[src/rtl/multicycle_ctrl.sv]
// Multi-cycle MIPS main controller: sequences a shared ALU and a unified memory
// port through FETCH/DECODE/EXEC/MEM/WB, with a bounded mem_ready stall timeout.
module multicycle_ctrl #(
  parameter int MEM_TIMEOUT = 255
) (
  input  logic       clk,
  input  logic       rst_n,
  input  logic [5:0] opcode,
  input  logic       mem_ready,
  output logic       pc_write,
  output logic       pc_write_c,
  output logic       branch_ne,
  output logic       iord,
  output logic       mem_read,
  output logic       mem_write,
  output logic       ir_write,
  output logic       reg_dst,
  output logic       mem_to_reg,
  output logic       reg_write,
  output logic       alu_src_a,
  output logic [1:0] alu_src_b,
  output logic [1:0] alu_op,
  output logic [1:0] pc_source,
  output logic       illegal_op,
  output logic       mem_fault,
  output logic [3:0] state
);

  typedef enum logic [3:0] {
    S_FETCH  = 4'd0,  S_DECODE = 4'd1,  S_MEMADR = 4'd2,  S_MEMRD  = 4'd3,
    S_MEMWB  = 4'd4,  S_MEMWR  = 4'd5,  S_EXEC   = 4'd6,  S_RWB    = 4'd7,
    S_BRANCH = 4'd8,  S_JUMP   = 4'd9,  S_ADDIEX = 4'd10, S_ADDIWB = 4'd11,
    S_TRAP   = 4'd12
  } state_t;

  localparam logic [5:0] OP_R    = 6'b000000;
  localparam logic [5:0] OP_LW   = 6'b100011;
  localparam logic [5:0] OP_SW   = 6'b101011;
  localparam logic [5:0] OP_BEQ  = 6'b000100;
  localparam logic [5:0] OP_BNE  = 6'b000101;
  localparam logic [5:0] OP_ADDI = 6'b001000;
  localparam logic [5:0] OP_J    = 6'b000010;

  localparam int TO_LAST = (MEM_TIMEOUT > 0) ? MEM_TIMEOUT - 1 : 0;

  typedef struct packed {
    logic       pc_write;
    logic       pc_write_c;
    logic       branch_ne;
    logic       iord;
    logic       mem_read;
    logic       mem_write;
    logic       ir_write;
    logic       reg_dst;
    logic       mem_to_reg;
    logic       reg_write;
    logic       alu_src_a;
    logic [1:0] alu_src_b;
    logic [1:0] alu_op;
    logic [1:0] pc_source;
    logic       illegal_op;
    logic       mem_fault;
    logic [3:0] state;
  } ctrl_t;

  state_t     state_q, state_d;
  logic [7:0] wait_q;
  logic [5:0] op_q;
  logic       cause_mem_q;
  logic       mem_wait;
  logic       timeout;
  ctrl_t      c;

  // Memory-facing states stall while mem_ready is low.
  assign mem_wait = ((state_q == S_FETCH) || (state_q == S_MEMRD) || (state_q == S_MEMWR))
                    && !mem_ready;
  assign timeout  = (MEM_TIMEOUT != 0) && mem_wait && (32'(wait_q) == TO_LAST);

  always_comb begin
    state_d = state_q;
    case (state_q)
      S_FETCH:  if (mem_ready) state_d = S_DECODE;
                else if (timeout) state_d = S_TRAP;
      S_DECODE: begin
        case (opcode)
          OP_R:           state_d = S_EXEC;
          OP_LW, OP_SW:   state_d = S_MEMADR;
          OP_BEQ, OP_BNE: state_d = S_BRANCH;
          OP_ADDI:        state_d = S_ADDIEX;
          OP_J:           state_d = S_JUMP;
          default:        state_d = S_TRAP;
        endcase
      end
      S_MEMADR: state_d = (op_q == OP_LW) ? S_MEMRD : S_MEMWR;
      S_MEMRD:  if (mem_ready) state_d = S_MEMWB;
                else if (timeout) state_d = S_TRAP;
      S_MEMWB:  state_d = S_FETCH;
      S_MEMWR:  if (mem_ready) state_d = S_FETCH;
                else if (timeout) state_d = S_TRAP;
      S_EXEC:   state_d = S_RWB;
      S_RWB:    state_d = S_FETCH;
      S_BRANCH: state_d = S_FETCH;
      S_JUMP:   state_d = S_FETCH;
      S_ADDIEX: state_d = S_ADDIWB;
      S_ADDIWB: state_d = S_FETCH;
      S_TRAP:   state_d = S_FETCH;
      default:  state_d = S_FETCH;
    endcase
  end

  always_ff @(posedge clk) begin
    if (!rst_n) begin
      state_q     <= S_FETCH;
      wait_q      <= '0;
      op_q        <= '0;
      cause_mem_q <= 1'b0;
    end else begin
      state_q <= state_d;
      if (state_d != state_q)
        wait_q <= '0;
      else if (mem_wait && (wait_q != 8'hFF))
        wait_q <= wait_q + 8'd1;
      if (state_q == S_DECODE)
        op_q <= opcode;
      // Only DECODE traps on opcode; every other entry into TRAP is a timeout.
      if ((state_d == S_TRAP) && (state_q != S_TRAP))
        cause_mem_q <= (state_q != S_DECODE);
    end
  end

  always_comb begin
    c = '0;
    case (state_q)
      S_FETCH: begin
        c.mem_read  = 1'b1;
        c.alu_src_b = 2'b01;
        c.ir_write  = mem_ready;
        c.pc_write  = mem_ready;
      end
      S_DECODE: c.alu_src_b = 2'b11;
      S_MEMADR: begin
        c.alu_src_a = 1'b1;
        c.alu_src_b = 2'b10;
      end
      S_MEMRD: begin
        c.iord     = 1'b1;
        c.mem_read = 1'b1;
      end
      S_MEMWB: begin
        c.mem_to_reg = 1'b1;
        c.reg_write  = 1'b1;
      end
      S_MEMWR: begin
        c.iord      = 1'b1;
        c.mem_write = 1'b1;
      end
      S_EXEC: begin
        c.alu_src_a = 1'b1;
        c.alu_op    = 2'b10;
      end
      S_RWB: begin
        c.reg_dst   = 1'b1;
        c.reg_write = 1'b1;
      end
      S_BRANCH: begin
        c.alu_src_a  = 1'b1;
        c.alu_op     = 2'b01;
        c.pc_source  = 2'b01;
        c.pc_write_c = 1'b1;
        c.branch_ne  = (op_q == OP_BNE);
      end
      S_JUMP: begin
        c.pc_write  = 1'b1;
        c.pc_source = 2'b10;
      end
      S_ADDIEX: begin
        c.alu_src_a = 1'b1;
        c.alu_src_b = 2'b10;
      end
      S_ADDIWB: c.reg_write = 1'b1;
      S_TRAP: begin
        c.illegal_op = !cause_mem_q;
        c.mem_fault  = cause_mem_q;
      end
      default: ;
    endcase
    c.state = state_q;
    // Reset is synchronous, so outputs are gated to keep strobes quiet during it.
    if (!rst_n) c = '0;
  end

  assign pc_write   = c.pc_write;
  assign pc_write_c = c.pc_write_c;
  assign branch_ne  = c.branch_ne;
  assign iord       = c.iord;
  assign mem_read   = c.mem_read;
  assign mem_write  = c.mem_write;
  assign ir_write   = c.ir_write;
  assign reg_dst    = c.reg_dst;
  assign mem_to_reg = c.mem_to_reg;
  assign reg_write  = c.reg_write;
  assign alu_src_a  = c.alu_src_a;
  assign alu_src_b  = c.alu_src_b;
  assign alu_op     = c.alu_op;
  assign pc_source  = c.pc_source;
  assign illegal_op = c.illegal_op;
  assign mem_fault  = c.mem_fault;
  assign state      = c.state;

endmodule

[config.mk]
export PLATFORM = sky130hd
export DESIGN_NAME = multicycle_ctrl
export DESIGN_NICKNAME = d
export VERILOG_FILES = /design/src/rtl/multicycle_ctrl.sv
export SDC_FILE = /design/constraint.sdc
export NUM_CORES = 1
export LEC_CHECK = 0
export CORE_ASPECT_RATIO = 1.4
export CORE_MARGIN = 2
export CORE_UTILIZATION = 49
export CTS_CLUSTER_DIAMETER = 50
export CTS_CLUSTER_SIZE = 30
export DETAILED_ROUTE_END_ITERATION = 16
export GPL_TIMING_DRIVEN = 0
export PLACE_DENSITY_LB_ADDON = 0.25
export SYNTH_ARGS = -nofsm -noshare
export SYNTH_HDL_FRONTEND = slang
export SYNTH_SLANG_ARGS = --single-unit
[constraint.sdc]
create_clock -name clk -period 2.3 [get_ports clk]
set_input_delay 0.23 -clock clk [delete_from_list [all_inputs] [get_ports clk]]
set_output_delay 0.23 -clock clk [all_outputs]
set_load 0.01 [all_outputs]
Word-level counts from Yosys, hierarchy flattened --
Cells that the tools add are included.
Word-level totals: flip-flop bits (word level) 19, input bits 9, output and inout bits 23, word-level logic and storage cells 72
Operators by class: add/sub/neg operators 1, eq/ne operators 26, muxes and demuxes 22, bitwise gates (word level) 1, reduce and logical (&&, ||, !) cells 18
Operators with widths (number):
- 4-bit case mux with 7 select lines | 1
- 4-bit equality test, second input constant | 6
- 23-bit 2-to-1 mux | 1
- 4-bit case mux with 5 select lines | 1
- 6-bit by 3-bit equality test with 1-bit output, second input constant | 3
- 6-bit equality test, second input constant | 3
- 4-bit by 3-bit equality test with 1-bit output, second input constant | 4
- 4-bit 2-to-1 mux | 4
- 2-bit OR reduction | 6
- 8-bit by 1-bit adder with 8-bit output, second input constant | 1
- 4-bit by 2-bit equality test with 1-bit output, second input constant | 2
- 8-bit equality test, second input constant | 1
- 1-bit 2-to-1 mux | 8
- 8-bit inequality test, second input constant | 1
- 2-bit case mux with 2 select lines | 2
- 6-bit by 2-bit equality test with 1-bit output, second input constant | 1
- 6-bit by 4-bit equality test with 1-bit output, second input constant | 1
- 6-bit zero test | 1
- 2-bit case mux with 3 select lines | 1
- 4-bit by 1-bit equality test with 1-bit output, second input constant | 1
- 1-bit logical AND | 4
- 4-bit zero test | 1
- 2-bit 2-to-1 mux | 2
- 4-bit by 1-bit inequality test with 1-bit output, second input constant | 1
- other kinds (9) | 11

Logic depth before layout (Yosys ltp) --
Gate-level depths: netlist of run 1.
depth after elaboration 10, mapped depth 7, depth with buffers taken out 7

Worst setup path after synthesis of run 1 --
Ideal clock, no wire load.
path type register to register, start point reg state_q[1], end point reg wait_q[5], setup time 70 ps, data arrival time 1668 ps, data required time 2230 ps, setup slack 562 ps, stages on the path, launching flop included 6, buffers on the path 0, period minus slack after synthesis 1738 ps, path through dfxtp_1 -> nor3_1 -> a22oi_2 -> or4_4 -> or3_1 -> a21oi_1
On the way: longest elaborated chain between the ends 10, elaborated cells on any way between the ends 19, those cells by class 7 x eq/ne; 5 x mux; 7 x reduce/logical
Ends and longest elaborated chain:
- start, declared | RTL line 66 | state_t state_q, state_d;
- start signal, assigned | RTL line 118 | state_q <= state_d;
- 4-bit by 2-bit equality test with 1-bit output or 4-bit zero test (tied branches) | RTL line 75, 81
- 1-bit logical OR (2 in series) | RTL line 75 | assign mem_wait = ((state_q == S_FETCH) || (state_q == S_MEMRD) || (state_q == S_MEMWR))
- 1-bit logical AND | RTL line 76 | && !mem_ready;
- 1-bit logical AND | RTL line 77 | assign timeout = (MEM_TIMEOUT != 0) && mem_wait && (32'(wait_q) == TO_LAST);
- 4-bit 2-to-1 mux | RTL line 83, 96, 99
- 4-bit 2-to-1 mux (on tied branches) | RTL line 98, 82, 95
- 4-bit case mux with 7 select lines | RTL line 81 | case (state_q)
- 4-bit inequality test | RTL line 119 | if (state_d != state_q)
- 2-bit OR reduction (no line)
- end signal, assigned | RTL line 122 | wait_q <= wait_q + 8'd1;
- end, declared | RTL line 67 | logic [7:0] wait_q;
Parallel ways exist; a longest one is shown, timed or not. A chain may end at the register's enable or synchronous reset.

Worst setup path after layout of run 1 --
start point reg state_q[2], end point out reg_write
On the way: longest elaborated chain between the ends 4, elaborated cells on any way between the ends 6, those cells by class 3 x eq/ne; 2 x mux; 1 x reduce/logical
Ends and longest elaborated chain:
- 4-bit equality test or 4-bit by 3-bit equality test with 1-bit output (tied branches) | RTL line 133 | case (state_q)
- 3-bit OR reduction (no line) *
- 1-bit 2-to-1 mux * | RTL line 133
- 23-bit 2-to-1 mux * | RTL line 189 | if (!rst_n) c = '0;
- end, declared | RTL line 19 | output logic reg_write,
Every way passes the cells marked *; elsewhere a longest branch is shown, timed or not.

==> results.json, run 1 <==
{
  "ys_warn_count": 0,
  "routed_wirelength_mm": 3.14,
  "dp_hpwl_mm": 2.62,
  "tightestPinTransition_ns": 0.466,
  "p_leak_uw": 0.000633,
  "critPathCaptureType": "primary output",
  "overflow": 0,
  "worstPathRequired_ns": 2.07,
  "final_layout_size_suffix_gt1_share_pct": 10.5,
  "die_h_um": 65.4,
  "slew_viol_final": 0,
  "mostFrequentLayoutCells": "30 x clkdlybuf4s50_1, 29 x nor2_1, 17 x dfxtp_1",
  "cts_htree_levels": 1,
  "layout.cells.non_filler": 245,
  "yosysSeqAreaShare_pct": 28.8,
  "path_max_fanout": 13,
  "placedCellCount": 243,
  "start_util_pct": 51.0,
  "grt_pass1_wl_mm": 5.07,
  "cts.sinks": 19,
  "synth_seq_cells": 19,
  "dieArea_sq_mm": 0.00313,
  "synth_ff_type": "dfxtp_1",
  "cts_tree": "yes",
  "n_antenna_cell": 0,
  "hold_violations": 0,
  "synth_edf_count": 0,
  "period_needed_ns": 2.15,
  "ant_nets": 0,
  "syn_area_sq_mm": 0.00132,
  "synth_nets": 188,
  "crit_arrival_ns": 1.92,
  "grtUsageTotal_pct": 21.7,
  "root_buffer": "clkbuf_4",
  "antenna_found_initial": 0,
  "drt_iter0_drc": 25,
  "vias_per_cell": 5.50,
  "fin_skew_ns": 0.00221,
  "cts_buffer_depth": 2,
  "relSlewSlack_pct": 68.9,
  "maxCapViolations": 0,
  "slowest_stage": "clkdlybuf4s50_1",
  "cp_cell_sequence": "buf_2 -> xnor2_1 -> o22a_1 -> nor2_1 -> clkdlybuf4s50_1",
  "post-cts-setup-buffer-count": 0,
  "clk_pin_slew_ns": 0.10,
  "critical_path.max_stage_delay_ns": 0.54,
  "first_pass_iters": 4,
  "core-area_sq_mm": 0.00259,
  "num_io_pins": 32,
  "clock_latency_ns": 0.28,
  "drc": 0,
  "worst-path-buf-inv": 2,
  "powerDensity_mw_per_mm2": 401,
  "holdWs_ns": 0.306,
  "nets": 221,
  "fill_cells": 257,
  "fp-row-count": 22,
  "rsz0062_at_grt": "false",
  "cts.hold.buffers_added": 0,
  "layout_commonest_cell": "clkdlybuf4s50_1",
  "startpoint_type": "flip-flop",
  "synthDistinctLibCells": 48,
  "min_period_over_period_pct": 93.7,
  "grt_max_degree": 14,
  "synthToLayoutAreaGrowth_pct": 29.0,
  "routabilityCongestion": 0.849,
  "die_w_um": 47.9,
  "setup_tns_ns": 0,
  "critPathKind": "reg2out",
  "hp-class": "in2reg",
  "routedWlPerCell_um": 12.8,
  "grt_pass1_vias": 1190,
  "status": "finished clean",
  "cts_buffers": 3,
  "crit_family": "buffers and inverters",
  "finalSetupViolCount": 0,
  "ir_worst_vdd_mv": 0.375,
  "max_freq_mhz": 464,
  "syn_avg_cell_area_sq_um": 7.46,
  "vias": 1347,
  "io_buffers": 30,
  "async_reset_ff_share_pct": 0,
  "synthCells": 177
}
-- area by class of cell --
cell class	instances	area (sq um)	share of cell area, %
clock buffer	4	26.3	1.54
buffer	9	46.3	2.72
multi-input combinational	139	872	51.2
timing repair buffer	30	300	17.6
sequential	19	383	22.5
inverter	8	30.0	1.76
tap	36	45.0	2.65
-- metal layers --
| metal | global-route usage [%] | vias to the layer above | share of wire, % |
|---|---|---|---|
| met4 | 6.08 | 0 | 1.3 |
| met1 | 24.8 | 624 | 39 |
| li1 | - | 684 | - |
| met3 | 0.824 | 6 | 2.9 |
| met2 | 40.7 | 33 | 56 |
| met5 | 0 | - | 0 |
-- flip-flops by register name, summed over array words and instances (netlist names) --
register,count
cause_mem_q,1
wait_q,8
op_q,6
state_q,4
-- worst paths after layout --
| check | startpoint | end | slack (ns) | cells past startpoint |
|---|---|---|---|---|
| setup reg to reg | state_q[1] | cause_mem_q | 0.27 | 7 |
| hold reg to reg | op_q[0] | op_q[0] | 0.50 | 2 |
| hold / removal | rst_n | state_q[2] | 0.31 | 2 |
| setup / recovery | state_q[2] | reg_write | 0.15 | 5 |
-- cells by family after synthesis --
kind of cell               Yosys count  share of synthesized area (%)
DFF                                 19                           28.8
buffers and inverters               19                           5.88
and+or+nand+nor                     94                           38.1
muxes                                6                           4.55
adders and majority gates            2                           1.90
xor gates and xnor gates             8                           5.31
AOI/OAI and AO/OA                   29                           15.5
-- synth_stat cells (2+ instances only) --
master / instances / area (sq um)
nand3_1: 3 / 15.0
nor4_1: 4 / 25.0
ha_1: 2 / 25.0
nand2_1: 12 / 45.0
o21ai_0: 6 / 30.0
nor3b_1: 3 / 22.5
and2_1: 4 / 25.0
nand3b_1: 2 / 15.0
inv_1: 8 / 30.0
and3_1: 4 / 25.0
or2b_1: 2 / 15.0
or3_1: 4 / 25.0
o21a_1: 2 / 15.0
nor2b_1: 2 / 12.5
nor3_1: 11 / 55.1
xnor2_1: 7 / 61.3
a21oi_1: 6 / 30.0
nor2_1: 29 / 109
a21o_1: 2 / 15.0
or2_2: 3 / 18.8
clkbuf_1: 8 / 30.0
buf_2: 2 / 10.0
dfxtp_1: 19 / 380
nor4b_1: 2 / 17.5
mux2i_1: 6 / 60.1
nand2b_1: 2 / 12.5
-- power breakdown --
part | leakage (uW) | internal [uW] | switching [uW]
combinational | 0.000463 | 82.0 | 88.7
sequential | 0.000155 | 341 | 11.6
clock | 0.0000150 | 67.3 | 92.0
total | 0.000633 | 490 | 192
-- repair_timing --
action                     CTS  global route
resized for setup            4             9
setup endpoints to repair   16            10
pin swaps                    0             1
-- per-stage QoR --
stage | utilization (%) | cell area [sq um] | total power (uW) | setup slack, ns
after floorplan | - | 1320 | 462 | 0.562
after global placement | 64.4 | 1670 | 522 | 0.0722
after detailed placement | 64.4 | 1670 | 529 | 0.0191
after CTS | 65.4 | 1690 | 685 | 0.00407
after global routing | 65.8 | 1700 | 724 | 0.00615
final | 65.8 | 1700 | 682 | 0.146
(Power assumes the default switching activity.)
==> inputs of run 2 (changes only) <==
Settings changed: CORE_UTILIZATION 49 to 30, DONT_BUFFER_PORTS set to 1.
==> results.json, run 2 (same netlist as run 1, synthesis figures left out) <==
{
  "dieArea_sq_mm": 0.00495,
  "dpl_cell_area_sq_mm": 0.00140,
  "p_leak_uw": 0.000533,
  "die_w_um": 60.1,
  "routed_wirelength_mm": 3.03,
  "clk_pin_slew_ns": 0.07,
  "setup_tns_ns": 0,
  "min_period_over_period_pct": 92.0,
  "status": "finished clean",
  "placedCellCount": 237,
  "grt_pass1_wl_mm": 5.17,
  "vias_per_cell": 5.05,
  "vias": 1218,
  "cp.depth": 4,
  "cp_cell_sequence": "clkbuf_1 -> nand2_1 -> nor3_1 -> or2_2",
  "core-area_sq_mm": 0.00424,
  "powerDensity_mw_per_mm2": 491,
  "cts.hold.buffers_added": 0,
  "routedWlPerCell_um": 12.6,
  "start_util_pct": 31.1,
  "cts_buffers": 3,
  "final_layout_size_suffix_gt1_share_pct": 9.39,
  "critPathKind": "reg2out",
  "path_max_fanout": 10,
  "max_freq_mhz": 473,
  "ir_worst_vdd_mv": 0.235,
  "ant_nets": 0,
  "critPathCaptureType": "primary output",
  "finalSetupViolCount": 0,
  "cts.sinks": 19,
  "routabilityCongestion": 0.794,
  "critical_path.max_stage_delay_ns": 0.43,
  "post-cts-setup-buffer-count": 0,
  "cts_buffer_depth": 2,
  "worstPathRequired_ns": 2.07,
  "fill_cells": 481,
  "crit_arrival_ns": 1.89,
  "cts_tree": "yes",
  "io_buffers": 0,
  "layout.cells.non_filler": 241,
  "layout_commonest_cell": "nor2_1",
  "drt_iter0_drc": 13,
  "dp_hpwl_mm": 2.37,
  "overflow": 0,
  "crit_family": "simple AND/OR/NAND/NOR gates",
  "relSlewSlack_pct": 57.8,
  "rsz0062_at_grt": "false",
  "die_h_um": 82.5,
  "worst-path-buf-inv": 1,
  "num_io_pins": 32,
  "drc": 0,
  "slowest_stage": "nor3_1",
  "startpoint_type": "flip-flop",
  "design_area_sq_mm": 0.00145,
  "hold_violations": 0,
  "fin_skew_ns": 0.00208,
  "maxCapViolations": 0,
  "largest_register_ffs": 8,
  "tightestPinTransition_ns": 0.625,
  "grtUsageTotal_pct": 13.4,
  "root_buffer": "clkbuf_8",
  "antenna_found_initial": 0,
  "synthToLayoutAreaGrowth_pct": 9.67,
  "n_antenna_cell": 0,
  "nets": 193,
  "power_uw": 711,
  "reg2reg_depth": 5,
  "holdPathStages": 2,
  "regMostFlops": "wait_q",
  "slew_viol_final": 0,
  "grt_max_degree": 12,
  "mostFrequentLayoutCells": "29 x nor2_1, 19 x dfxtp_1, 12 x nand2_1",
  "hp-class": "in2reg",
  "period_needed_ns": 2.12,
  "cts_htree_levels": 1,
  "fp-row-count": 28,
  "grt_pass1_vias": 1175,
  "clock_latency_ns": 0.25,
  "first_pass_iters": 4,
  "top_regs": "wait_q x8, op_q x6, state_q x4"
}
-- run 2: cell types whose count changed in the layout (fill, tap and decap cells not counted), sizes merged --
| cell | previous run | this run |
|---|---|---|
| buf | 5 | 3 |
| clkbuf | 8 | 11 |
| clkdlybuf4s50 | 30 | 0 |
| clkinv | 0 | 1 |
-- run 2: report_power, final --
group	switching, uW	total (uW)	internal, uW
Combinational	78.1	129	50.7
Sequential	9.91	350	340
Clock	112	232	120
Total	200	711	511
-- run 2: what timing repair did --
action                     CTS  global route
setup endpoints to repair    0             1
resized for setup            0             3
hold endpoints to repair     0             0
-- run 2: metal layers --
metal / vias up / share of wire (%) / GRT usage [%]
met5: - / 0 / 0
met4: 0 / 2.5 / 7.33
met3: 6 / 4.2 / 2.65
met2: 22 / 48 / 21.6
met1: 567 / 46 / 16.4
li1: 623 / - / -
-- run 2: path summary, 6_finish.rpt --
path | to | start | slack [ns]
worst min register to register | op_q[3] | op_q[3] | 0.50
worst max-delay path | pc_write | state_q[3] | 0.18
worst max register to register | cause_mem_q | state_q[2] | 0.38
worst min-delay path | op_q[3] | opcode[3] | 0.13
-- run 2: layout make-up --
cell class              instances  area, sq um  area share, %
well taps                      60         75.1           5.19
clock inverters                 1         5.00          0.346
inverters                       8         30.0           2.07
clock buffers                   3         41.3           2.85
multi-input cells             139          867           59.9
flip-flops and latches         19          380           26.3
plain buffers                  11         48.8           3.37
-- run 2: metrics by stage --
stage | util (%) | hold WS, ns | setup WS, ns
after floorplan | - | 0.377 | 0.562
after global placement | 32.9 | 0.382 | 0.354
after detailed placement | 32.9 | 0.391 | 0.362
after CTS | 34.0 | 0.120 | 0.0681
after global routing | 34.1 | 0.127 | 0.0188
final | 34.1 | 0.127 | 0.184
==> inputs of run 3 (changes only) <==
Settings changed: CTS_BUF_LIST set to sky130_fd_sc_hd__clkbuf_8.
==> results of run 3 <==
Same layout as run 2: the final DEF is identical, and so are final timing and power.
